## config.mk

```make
export PLATFORM = sky130hd
export DESIGN_NAME = mc_control_fsm_flat
export DESIGN_NICKNAME = d
export VERILOG_FILES = /design/src/rtl/mc_control_fsm_pkg.sv /design/src/rtl/mc_control_fsm_if.sv /design/src/rtl/mc_control_fsm_alu_decoder.sv /design/src/rtl/mc_control_fsm.sv /design/src/flat_wrapper.sv
export SDC_FILE = /design/constraint.sdc
export NUM_CORES = 1
export LEC_CHECK = 0
export CORE_AREA = 4 4 55 57
export CTS_CLUSTER_SIZE = 24
export DETAILED_ROUTE_END_ITERATION = 8
export DIE_AREA = 0 0 59 61
export GPL_ROUTABILITY_DRIVEN = 0
export GPL_TIMING_DRIVEN = 0
export HOLD_SLACK_MARGIN = 0.06
export MAX_ROUTING_LAYER = met4
export PLACE_DENSITY = 0.7
export SLEW_MARGIN = 20
export SYNTH_ARGS = -nofsm -noshare
export SYNTH_HDL_FRONTEND = slang
export SYNTH_SLANG_ARGS = --single-unit
export TNS_END_PERCENT = 100
```

## constraint.sdc

```tcl
create_clock -name clk -period 1.8 [get_ports clk]
set_input_delay 0.18 -clock clk [delete_from_list [all_inputs] [get_ports clk]]
set_output_delay 0.18 -clock clk [all_outputs]
set_load 0.05 [all_outputs]
```

## src/rtl/mc_control_fsm_pkg.sv

```systemverilog
// Shared definitions for the multicycle control unit: field codes, states, control word.
// Latency: n/a (types, constants and a pure decode function only).
// Backpressure: n/a.
package mc_ctrl_pkg;

  localparam int OP_W     = 6;
  localparam int FUNCT_W  = 6;
  localparam int ALUCTL_W = 3;

  // Opcodes (Instr[31:26])
  localparam logic [OP_W-1:0] OP_RTYPE = 6'b000000;
  localparam logic [OP_W-1:0] OP_LW    = 6'b100011;
  localparam logic [OP_W-1:0] OP_SW    = 6'b101011;
  localparam logic [OP_W-1:0] OP_BEQ   = 6'b000100;
  localparam logic [OP_W-1:0] OP_ADDI  = 6'b001000;
  localparam logic [OP_W-1:0] OP_J     = 6'b000010;

  // R-type funct codes (Instr[5:0])
  localparam logic [FUNCT_W-1:0] FN_ADD = 6'b100000;
  localparam logic [FUNCT_W-1:0] FN_SUB = 6'b100010;
  localparam logic [FUNCT_W-1:0] FN_AND = 6'b100100;
  localparam logic [FUNCT_W-1:0] FN_OR  = 6'b100101;
  localparam logic [FUNCT_W-1:0] FN_SLT = 6'b101010;

  // ALU operation codes driven to the datapath
  localparam logic [ALUCTL_W-1:0] ALU_AND = 3'b000;
  localparam logic [ALUCTL_W-1:0] ALU_OR  = 3'b001;
  localparam logic [ALUCTL_W-1:0] ALU_ADD = 3'b010;
  localparam logic [ALUCTL_W-1:0] ALU_SUB = 3'b110;
  localparam logic [ALUCTL_W-1:0] ALU_SLT = 3'b111;

  typedef enum logic [3:0] {
    S_FETCH  = 4'd0,
    S_DECODE = 4'd1,
    S_MEMADR = 4'd2,
    S_MEMRD  = 4'd3,
    S_MEMWB  = 4'd4,
    S_MEMWR  = 4'd5,
    S_EXEC   = 4'd6,
    S_ALUWB  = 4'd7,
    S_BRANCH = 4'd8,
    S_ADDIEX = 4'd9,
    S_ADDIWB = 4'd10,
    S_JUMP   = 4'd11
  } state_t;

  // Coarse ALU operation class; FUNCT defers to the instruction's funct field.
  typedef enum logic [1:0] {
    ALUOP_ADD   = 2'b00,
    ALUOP_SUB   = 2'b01,
    ALUOP_FUNCT = 2'b10
  } aluop_t;

  // Per-state control word held in the output register.
  typedef struct packed {
    logic       iord;
    logic       mem_write;
    logic       ir_write;
    logic       reg_dst;
    logic       mem_to_reg;
    logic       reg_write;
    logic       alu_src_a;
    logic [1:0] alu_src_b;
    aluop_t     alu_op;
    logic [1:0] pc_src;
    logic       pc_write;
    logic       branch;
    logic       done;
  } ctrl_t;

  // Moore output table: control word presented while sitting in state s.
  function automatic ctrl_t state_ctrl(state_t s);
    ctrl_t c;
    c        = '0;
    c.alu_op = ALUOP_ADD;
    case (s)
      S_FETCH: begin
        c.alu_src_b = 2'b01;
        c.ir_write  = 1'b1;
        c.pc_write  = 1'b1;
      end
      S_DECODE: c.alu_src_b = 2'b11;
      S_MEMADR: begin
        c.alu_src_a = 1'b1;
        c.alu_src_b = 2'b10;
      end
      S_MEMRD: c.iord = 1'b1;
      S_MEMWB: begin
        c.mem_to_reg = 1'b1;
        c.reg_write  = 1'b1;
        c.done       = 1'b1;
      end
      S_MEMWR: begin
        c.iord      = 1'b1;
        c.mem_write = 1'b1;
        c.done      = 1'b1;
      end
      S_EXEC: begin
        c.alu_src_a = 1'b1;
        c.alu_op    = ALUOP_FUNCT;
      end
      S_ALUWB: begin
        c.reg_dst   = 1'b1;
        c.reg_write = 1'b1;
        c.done      = 1'b1;
      end
      S_BRANCH: begin
        c.alu_src_a = 1'b1;
        c.alu_op    = ALUOP_SUB;
        c.pc_src    = 2'b01;
        c.branch    = 1'b1;
        c.done      = 1'b1;
      end
      S_ADDIEX: begin
        c.alu_src_a = 1'b1;
        c.alu_src_b = 2'b10;
      end
      S_ADDIWB: begin
        c.reg_write = 1'b1;
        c.done      = 1'b1;
      end
      S_JUMP: begin
        c.pc_src   = 2'b10;
        c.pc_write = 1'b1;
        c.done     = 1'b1;
      end
      default: c = '0;
    endcase
    return c;
  endfunction

endpackage

```

## src/rtl/mc_control_fsm_if.sv

```systemverilog
// Instruction fields and Zero in, datapath control out, between controller and datapath.
// Latency: n/a (wires only).
// Backpressure: none; the controller advances one state every cycle.
interface mc_control_fsm_if;
  import mc_ctrl_pkg::*;

  logic [OP_W-1:0]     Op;
  logic [FUNCT_W-1:0]  Funct;
  logic                Zero;
  logic                IorD;
  logic                MemWrite;
  logic                IRWrite;
  logic                RegDst;
  logic                MemtoReg;
  logic                RegWrite;
  logic                ALUSrcA;
  logic [1:0]          ALUSrcB;
  logic [ALUCTL_W-1:0] ALUControl;
  logic [1:0]          PCSrc;
  logic                PCEn;
  logic                instr_done;

  // Datapath side: supplies instruction fields and Zero, consumes controls.
  modport master (
    output Op, Funct, Zero,
    input  IorD, MemWrite, IRWrite, RegDst, MemtoReg, RegWrite,
           ALUSrcA, ALUSrcB, ALUControl, PCSrc, PCEn, instr_done
  );

  // Controller side.
  modport slave (
    input  Op, Funct, Zero,
    output IorD, MemWrite, IRWrite, RegDst, MemtoReg, RegWrite,
           ALUSrcA, ALUSrcB, ALUControl, PCSrc, PCEn, instr_done
  );
endinterface

```

## src/rtl/mc_control_fsm_alu_decoder.sv

```systemverilog
// Maps ALU operation class plus funct field to the 3-bit ALU op.
// Latency: combinational.
// Backpressure: none.
module alu_decoder
  import mc_ctrl_pkg::*;
(
  input  aluop_t              alu_op,
  input  logic [FUNCT_W-1:0]  funct,
  output logic [ALUCTL_W-1:0] alu_control
);

  // Class decode; unknown funct falls back to add so writeback stays harmless.
  always_comb begin
    alu_control = ALU_ADD;
    case (alu_op)
      ALUOP_SUB: alu_control = ALU_SUB;
      ALUOP_FUNCT: begin
        case (funct)
          FN_SUB:  alu_control = ALU_SUB;
          FN_AND:  alu_control = ALU_AND;
          FN_OR:   alu_control = ALU_OR;
          FN_SLT:  alu_control = ALU_SLT;
          default: alu_control = ALU_ADD;
        endcase
      end
      default: alu_control = ALU_ADD;
    endcase
  end

endmodule

```

## src/rtl/mc_control_fsm.sv

```systemverilog
// Multicycle Moore control FSM sequencing fetch/decode/execute/memory/writeback.
// Latency: outputs registered with the state; PCEn alone follows Zero in the same cycle.
// Backpressure: none; one state per cycle, one instruction in flight.
module mc_control_fsm
  import mc_ctrl_pkg::*;
(
  input  logic              clk,
  input  logic              reset,
  mc_control_fsm_if.slave   bus
);

  state_t              state;
  state_t              state_nxt;
  ctrl_t               ctrl;
  logic [ALUCTL_W-1:0] alu_control;

  // Next-state selection from current state and opcode.
  always_comb begin
    state_nxt = S_FETCH;
    case (state)
      S_FETCH: state_nxt = S_DECODE;
      S_DECODE: begin
        case (bus.Op)
          OP_LW, OP_SW: state_nxt = S_MEMADR;
          OP_RTYPE:     state_nxt = S_EXEC;
          OP_BEQ:       state_nxt = S_BRANCH;
          OP_ADDI:      state_nxt = S_ADDIEX;
          OP_J:         state_nxt = S_JUMP;
          default:      state_nxt = S_FETCH;
        endcase
      end
      S_MEMADR: state_nxt = (bus.Op == OP_LW) ? S_MEMRD : S_MEMWR;
      S_MEMRD:  state_nxt = S_MEMWB;
      S_EXEC:   state_nxt = S_ALUWB;
      S_ADDIEX: state_nxt = S_ADDIWB;
      default:  state_nxt = S_FETCH;
    endcase
  end

  // State register with the control word loaded alongside it, so outputs are glitch-free.
  always_ff @(posedge clk) begin
    if (reset) begin
      state <= S_FETCH;
      ctrl  <= state_ctrl(S_FETCH);
    end else begin
      state <= state_nxt;
      ctrl  <= state_ctrl(state_nxt);
    end
  end

  alu_decoder u_alu_decoder (
    .alu_op      (ctrl.alu_op),
    .funct       (bus.Funct),
    .alu_control (alu_control)
  );

  // Enables are gated by reset so nothing writes while reset is held, even mid-instruction.
  assign bus.IorD       = ctrl.iord;
  assign bus.MemWrite   = ctrl.mem_write & ~reset;
  assign bus.IRWrite    = ctrl.ir_write & ~reset;
  assign bus.RegDst     = ctrl.reg_dst;
  assign bus.MemtoReg   = ctrl.mem_to_reg;
  assign bus.RegWrite   = ctrl.reg_write & ~reset;
  assign bus.ALUSrcA    = ctrl.alu_src_a;
  assign bus.ALUSrcB    = ctrl.alu_src_b;
  assign bus.ALUControl = alu_control;
  assign bus.PCSrc      = ctrl.pc_src;
  assign bus.PCEn       = ~reset & (ctrl.pc_write | (ctrl.branch & bus.Zero));
  assign bus.instr_done = ctrl.done & ~reset;

endmodule

```

## src/flat_wrapper.sv

```systemverilog
// flat-port wrapper written by rule: the top's interface ports become plain ports
module mc_control_fsm_flat import mc_ctrl_pkg::*;
  (clk, reset, bus_Op, bus_Funct, bus_Zero, bus_IorD, bus_MemWrite, bus_IRWrite, bus_RegDst, bus_MemtoReg, bus_RegWrite, bus_ALUSrcA, bus_ALUSrcB, bus_ALUControl, bus_PCSrc, bus_PCEn, bus_instr_done);
  mc_control_fsm_if bus_i ();
  input  logic clk;
  input  logic reset;
  input wire logic [$bits(bus_i.Op)-1:0] bus_Op;
  input wire logic [$bits(bus_i.Funct)-1:0] bus_Funct;
  input wire logic [$bits(bus_i.Zero)-1:0] bus_Zero;
  output wire logic [$bits(bus_i.IorD)-1:0] bus_IorD;
  output wire logic [$bits(bus_i.MemWrite)-1:0] bus_MemWrite;
  output wire logic [$bits(bus_i.IRWrite)-1:0] bus_IRWrite;
  output wire logic [$bits(bus_i.RegDst)-1:0] bus_RegDst;
  output wire logic [$bits(bus_i.MemtoReg)-1:0] bus_MemtoReg;
  output wire logic [$bits(bus_i.RegWrite)-1:0] bus_RegWrite;
  output wire logic [$bits(bus_i.ALUSrcA)-1:0] bus_ALUSrcA;
  output wire logic [$bits(bus_i.ALUSrcB)-1:0] bus_ALUSrcB;
  output wire logic [$bits(bus_i.ALUControl)-1:0] bus_ALUControl;
  output wire logic [$bits(bus_i.PCSrc)-1:0] bus_PCSrc;
  output wire logic [$bits(bus_i.PCEn)-1:0] bus_PCEn;
  output wire logic [$bits(bus_i.instr_done)-1:0] bus_instr_done;
  assign bus_i.Op = bus_Op;
  assign bus_i.Funct = bus_Funct;
  assign bus_i.Zero = bus_Zero;
  assign bus_IorD = bus_i.IorD;
  assign bus_MemWrite = bus_i.MemWrite;
  assign bus_IRWrite = bus_i.IRWrite;
  assign bus_RegDst = bus_i.RegDst;
  assign bus_MemtoReg = bus_i.MemtoReg;
  assign bus_RegWrite = bus_i.RegWrite;
  assign bus_ALUSrcA = bus_i.ALUSrcA;
  assign bus_ALUSrcB = bus_i.ALUSrcB;
  assign bus_ALUControl = bus_i.ALUControl;
  assign bus_PCSrc = bus_i.PCSrc;
  assign bus_PCEn = bus_i.PCEn;
  assign bus_instr_done = bus_i.instr_done;
  mc_control_fsm u_core (.clk(clk), .reset(reset), .bus(bus_i));
endmodule
```

==> summary.txt, run 1 <==
Finish
  – Synthesis-to-finish area growth: 53.8%
  – Final core occ: 59.9%
  – Final std cell area, no fill: 1490 um2
  – Most common cell after layout, fill and taps aside: clkdlybuf4s50_1
  – Share of cells above drive strength 1: 33.1%
  – # fillers: 238
  – Most frequent cells in the layout: clkdlybuf4s50_1 (17), buf_4 (14), dfxtp_1 (14)
  – Nets: 169
  – Diode count: 0
  – Reg area: 394 um2
  – Multi-input logic area: 601 um2

Floorplanning
  – Die W: 59 um
  – Initial core utilization: 39.0%
  – IO Count: 31
  – Core Box Area: 2480 um2
  – Die area: 3600 um2
  – Die Span Y: 61 um
  – FP Rows: 18

STA
  – Worst Setup Slack, final: -106 ps
  – FMAX: 525 MHz
  – Slew HR: 66.9%
  – Least-Margin Pin Slew: 494 ps
  – Final Hold Viols: 0
  – Setup TNS Final: -451 ps
  – Clk_skew: 2.42 ps
  – Final Cycle Share: 106%
  – RSZ-0062 raised after global routing: true
  – Fin crit period: 1910 ps
  – Fin. max-slew vios: 0
  – Setup violators final: 8

Yosys
  – Syn Nets: 125
  – Mean Syn Cell Area: 8.94 um2
  – Sequential share of the synthesized area: 39.4%
  – Gate count of the mapped netlist: 108
  – Synth Register Bits: 19
  – Ys Warns: 0
  – Ys flop type: dfxtp_1
  – Cell area after synthesis: 966 um2
  – Synth cell types: 40
  – EDFF count, synth: 0
  – Async set-reset flop share out of synthesis: 0%

Setup path
  – Largest fanout on the critical path: 6
  – Reg-to-reg critical path endpoint: u_core.ctrl[10]
  – Critical Path Sink Type: flip-flop
  – WS Path Type: flip-flop to flip-flop
  – Worst Setup EP: u_core.ctrl[10]
  – CP startpoint: u_core.state[2]
  – Slack of the worst reg-to-reg path: -110 ps
  – R2r worst-path depth: 6
  – Arr. time, crit path: 2140 ps
  – Startpoint types: flip-flop
  – CP required: 2040 ps
  – RR Startpoint: u_core.state[2]

GRT
  – Vias in the first global route: 995
  – First-pass GRT wire length: 3.95 mm
  – Initial antenna violation count: 0
  – Grt ovf: 0
  – Largest net degree at the start of global routing: 11
  – Overall Global Routing Usage: 14.6%

Min path
  – Hold path startpoint: reset
  – Worst hold path type: primary input to flip-flop

Route
  – DRT met1 WL: 1.03 mm
  – Routed WL: 2.68 mm
  – Highest metal used: met4
  – Vias: 996
  – DR DRC count: 0
  – DR pass1 iterations: 4
  – Wire length on met3: 185 um
  – Via density per instance: 5.50
  – Initial DRC Count: 12
  – DR WL/cell: 14.8 um
  – Routed Antenna Nets: 0
  – Routed wl met2: 1.41 mm

Run status
  – Status: finished with violations
  – Failing checks: negative setup slack

Pwr
  – Logic pwr share: 20.0%
  – Power Total: 0.800 mW
  – Clock share of power: 25.8%
  – Psw: 0.216 mW
  – Internal power: 0.584 mW
  – Net Sw Frac: 27.0%
  – PwrDens: 538 nW/um2
  – Leakage: 0.573 nW
  – VDD IR-drop max: 0.000362 V
  – Reg power frac: 54.1%

Clocking
  – TritonCTS buffer count: 3
  – Clk sinks: 19
  – Root buf cell: clkbuf_4
  – Clock buffer depth: 2
  – Clk Latency, worst-skew pair: 280 ps
  – Clk slew on worst S/H paths: 100 ps
  – H-tree depth: 1
  – CTS tree: built

Placement
  – Dpl cell area: 1310 um2
  – IO buf count: 30
  – Hpwl dp: 1.68 mm

Flow run
  – MaxCap Viol Count: 0
## final cells by class
class,count,area share [%]
sequential,19,26.5
clock buffer,4,1.77
buffer,6,2.70
multi-input combinational,74,40.4
tap,30,2.53
inverter,8,2.02
timing repair buffer,40,24.0
## cells by family (layout without fill, tap and decap cells)
group,after synthesis,count (layout),synth area share [%]
DFF,19,19,39.4
buffers and inverters,16,58,8.55
adders and majority gates,2,2,2.59
AOI/OAI and AO/OA,24,25,19.4
and+or+nand+nor,45,45,28.2
xor gates and xnor gates,2,2,1.81
## through the flow
| stage | instances | worst slack [ps] | hold WS [ps] |
|---|---|---|---|
| finish | 181 | -106 | 507 |
| global placement | 168 | -653 | 614 |
| detailed placement | 168 | -655 | 620 |
| floorplan | 108 | -121 | 279 |
| CTS | 178 | -181 | 518 |
| global route | 181 | -141 | 522 |
## registers in the layout, indices dropped and copies added, names as in the netlist
register             cells
u_core.ctrl              7
u_core.bus.ALUSrcA       1
u_core.bus.IorD          1
u_core.bus.PCSrc         2
u_core.bus.ALUSrcB       2
u_core.state             4
u_core.bus.MemtoReg      1
u_core.bus.RegDst        1
## worst max-delay path, cell delays in order, from the launching register on
cell and delay (ps):
dfxtp_4 360, or4b_4 510, or4_4 430, and2_4 180, buf_6 110, a21oi_2 100
and3_1 150
## cell usage after synthesis, types with 3 or more instances
library cell / number / area, um2
a21oi_1: 3 / 15.0
and3_1: 3 / 18.8
buf_4: 4 / 30.0
clkbuf_1: 3 / 11.3
dfxtp_1: 19 / 380
inv_1: 8 / 30.0
nand2_1: 4 / 15.0
nand3_1: 4 / 20.0
nor2_1: 9 / 33.8
nor2b_1: 6 / 37.5
nor3b_1: 4 / 30.0
o21a_1: 3 / 22.5
o31ai_1: 3 / 22.5
## power by group through the flow
stage	Sequential, mW	Clock, mW	Combinational [mW]
floorplan	0.445	0	0.0792
global placement	0.445	0	0.141
detailed placement	0.445	0	0.143
CTS	0.432	0.212	0.145
global route	0.434	0.238	0.171
finish	0.433	0.207	0.160
## layer usage
layer	vias up	track usage, %
met5	-	-
met1	473	14.2
met3	8	2.55
met2	41	27.9
met4	0	6.15
li1	474	-
## repair_timing
item | CTS | global route
cloned | 0 | 1
buffers inserted | 8 | 2
endpoints found under the setup margin | 24 | 18
hold buffers | 0 | 0
pin swaps | 4 | 3
resized for setup | 41 | 22
## how the worst min path moves through the flow
| stage | to | slack [ps] | cells after the start |
|---|---|---|---|
| 5_1_grt | u_core.state[3] | 520 | 2 |
| 2_1_floorplan | u_core.state[3] | 280 | 1 |
| 4_1_cts | u_core.state[3] | 520 | 2 |
| 6_report | u_core.state[3] | 510 | 2 |
| 3_3_place_gp | u_core.bus.MemtoReg | 610 | 2 |
| 3_5_place_dp | u_core.bus.MemtoReg | 620 | 2 |
(Power assumes the default switching activity.)
==> inputs of run 2 (changes only) <==
--- a/config.mk
+++ b/config.mk
@@ -5,15 +5,16 @@
 export SDC_FILE = /design/constraint.sdc
 export NUM_CORES = 1
 export LEC_CHECK = 0
-export CORE_AREA = 4 4 55 57
+export ABC_AREA = 1
+export CORE_AREA = 4 4 54 56
 export CTS_CLUSTER_SIZE = 24
 export DETAILED_ROUTE_END_ITERATION = 8
-export DIE_AREA = 0 0 59 61
+export DIE_AREA = 0 0 58 60
 export GPL_ROUTABILITY_DRIVEN = 0
 export GPL_TIMING_DRIVEN = 0
 export HOLD_SLACK_MARGIN = 0.06
 export MAX_ROUTING_LAYER = met4
-export PLACE_DENSITY = 0.7
+export PLACE_DENSITY = 0.75
 export SLEW_MARGIN = 20
 export SYNTH_ARGS = -nofsm -noshare
 export SYNTH_HDL_FRONTEND = slang
==> constraint.sdc (replaced) <==
create_clock -name clk -period 2.07 [get_ports clk]
set_input_delay 0.207 -clock clk [delete_from_list [all_inputs] [get_ports clk]]
set_output_delay 0.207 -clock clk [all_outputs]
set_load 0.05 [all_outputs]
==> summary.txt, run 2 <==
Floorplanning
  – Die Span Y: 60 um
  – Die area: 3480 um2
  – Die W: 58 um
  – Initial core utilization: 44.9%
  – Core Box Area: 2430 um2
  – FP Rows: 18
  – IO Count: 31

Setup path
  – Most frequent CP cell: nand2_1
  – Critical path's top delay family: buffers and inverters
  – Buf+Inv Stages, Crit Path: 2
  – CP required: 1860 ps
  – Largest fanout on the critical path: 2
  – Crit path cell chain: clkdlybuf4s50_1 -> nand2_1 -> nor3_1 -> nand2_1 -> a21oi_1 -> clkdlybuf4s15_1
  – CP peak stage delay: 530 ps
  – Arr. time, crit path: 1790 ps
  – WS Path Type: primary input to output port
  – Startpoint types: primary input
  – Max stage delay cell, worst path: clkdlybuf4s15_1
  – Critical Path Sink Type: output port

Yosys
  – Count leader, synth: nor2_1
  – Cell area after synthesis: 1090 um2
  – Syn Nets: 179
  – Synth cell types: 25
  – Gate count of the mapped netlist: 162
  – Ys flop type: dfxtp_1
  – Post-synth top cells: nor2_1 (28), nand2_1 (25), inv_1 (21)
  – Ys Warns: 0
  – Synth Register Bits: 19
  – EDFF count, synth: 0
  – Area leader, netlist: dfxtp_1
  – Yosys top cell area share: 34.8%
  – Mean Syn Cell Area: 6.74 um2
  – Async set-reset flop share out of synthesis: 0%
  – Largest cells by area after synthesis: dfxtp_1 (35%), nor2_1 (9.6%), nand2_1 (8.6%), nand3_1 (7.3%), inv_1 (7.2%)
  – Sequential share of the synthesized area: 34.8%

Finish
  – Top flop regs: u_core.ctrl (7), u_core.state (4)
  – Flip-flop count of the largest register after layout: 7
  – Share of cells above drive strength 1: 19.5%
  – Synthesis-to-finish area growth: 32.9%
  – Final core occ: 59.7%
  – Diode count: 0
  – Most frequent cells in the layout: nor2_1 (28), nand2_1 (25), clkdlybuf4s50_1 (22)
  – Register with the most flip-flops: u_core.ctrl
  – Nets: 213
  – Final std cells w/o fill: 225
  – Most common cell after layout, fill and taps aside: nor2_1

Route
  – DR WL/cell: 10.5 um
  – Vias: 1081
  – DR DRC count: 0
  – Initial DRC Count: 33
  – Routed Antenna Nets: 0
  – Routed WL: 2.36 mm
  – DR pass1 iterations: 4
  – Via density per instance: 4.80

STA
  – Final Hold Viols: 0
  – Fin crit period: 2000 ps
  – FMAX: 500 MHz
  – Final Cycle Share: 96.6%
  – Fin. max-slew vios: 0
  – Slew HR: 65.8%
  – Setup violators final: 0
  – RSZ-0062 raised after global routing: false
  – Least-Margin Pin Slew: 511 ps
  – Clk_skew: 5.85 ps

Pwr
  – PwrDens: 486 nW/um2
  – Logic pwr share: 20.0%
  – Internal power: 0.508 mW
  – Net Sw Frac: 27.9%
  – VDD IR-drop max: 0.000407 V
  – Psw: 0.197 mW
  – Reg power frac: 53.9%
  – Power Total: 0.705 mW
  – Clock share of power: 26.1%
  – Leakage: 0.662 nW

Run status
  – Status: finished clean

Clocking
  – Root buf cell: clkbuf_4
  – Clock buffer depth: 2
  – CTS tree: built
  – Post-CTS Hold Buffers: 0
  – Post-CTS Setup Inserts: 0
  – TritonCTS buffer count: 3
  – Clk Latency, worst-skew pair: 290 ps
  – Clk slew on worst S/H paths: 110 ps
  – H-tree depth: 1
  – Clk sinks: 19

Placement
  – Hpwl dp: 1.93 mm
  – Placed cell count: 222
  – IO buf count: 30

Min path
  – Worst hold path type: flip-flop to flip-flop

Flow run
  – MaxCap Viol Count: 0

GRT
  – Initial antenna violation count: 0
  – Vias in the first global route: 1051
  – First-pass GRT wire length: 3.99 mm
  – Largest net degree at the start of global routing: 11
  – Grt ovf: 0
  – Overall Global Routing Usage: 15.1%
-- run 2: changes by cell type in the layout (fill, tap and decap cells not counted), sizes merged, moves of 6 or more --
| cell | before | now |
|---|---|---|
| nand2 | 4 | 33 |
| buf | 18 | 5 |
| nand3 | 4 | 17 |
| nor2 | 9 | 40 |
| nor2b | 6 | 0 |
| inv | 8 | 28 |
-- run 2: worst reg2reg max path, cell delays in order, from the launching register on --
cell	delay [ps]
dfxtp_1	380
nor2_2	230
inv_2	70
o22ai_1	160
nand2_2	130
inv_2	110
nor2_4	50
nand2_2	70
nand2_1	60
nand2_1	50
nand2_1	50
-- run 2: cell families after synthesis --
| kind of cell | share of synthesized area [%] |
|---|---|
| AND/OR/NAND/NOR | 43.5 |
| flip-flops | 34.8 |
| AO/OA/AOI/OAI | 6.07 |
| buffers and inverters | 13.3 |
| adder cells (fa/ha/maj) | 2.29 |
-- run 2: area by class of cell --
class	instances	area, um2
Fill cell	244	981
Multi-Input combinational cell	109	574
Sequential cell	19	380
Timing Repair Buffer	30	290
Inverter	28	108
Tap cell	30	37.5
Buffer	5	35.0
Clock buffer	4	26.3
-- run 2: timing repair --
action | in CTS | in global routing
gates resized for setup | 14 | 3
endpoints found under the setup margin | 8 | 7
pin swaps | 0 | 0
-- run 2: through the flow --
step	worst slack, ps	TNS [ps]	hold slack [ps]	instance area (um2)
after global routing	0.500	0	583	1450
after floorplan	59.5	0	348	1100
final	69.4	0	551	1450
after CTS	12.6	0	542	1450
after detailed placement	-409	-2470	522	1440
after global placement	-407	-2270	534	1440
-- run 2: path summary, 6_finish.rpt --
check | from | end | slack (ps) | cells after the start
worst max-delay path | bus_Funct[1] | bus_ALUControl[2] | 70 | 6
worst min-delay path | u_core.state[0] | u_core.bus.MemtoReg | 550 | 2
worst max register to register | u_core.state[3] | u_core.bus.ALUSrcA | 620 | 10
worst min register to register | u_core.state[0] | u_core.bus.MemtoReg | 550 | 2
-- run 2: layer usage --
metal	up-vias	wire length, um	GRT usage (%)	part of all wire, %
met5	-	0	-	0
met4	0	25	7.28	1.1
met3	4	195	3.24	8.3
met2	43	1190	27.6	50
met1	473	955	15.3	40
li1	561	-	-	-
-- run 2: power by group through the flow --
stage | sequential [mW] | combinational, mW | clock, mW
finish | 0.380 | 0.141 | 0.184
global placement | 0.388 | 0.141 | 0
detailed placement | 0.388 | 0.144 | 0
global route | 0.382 | 0.154 | 0.207
CTS | 0.380 | 0.142 | 0.189
floorplan | 0.389 | 0.0879 | 0
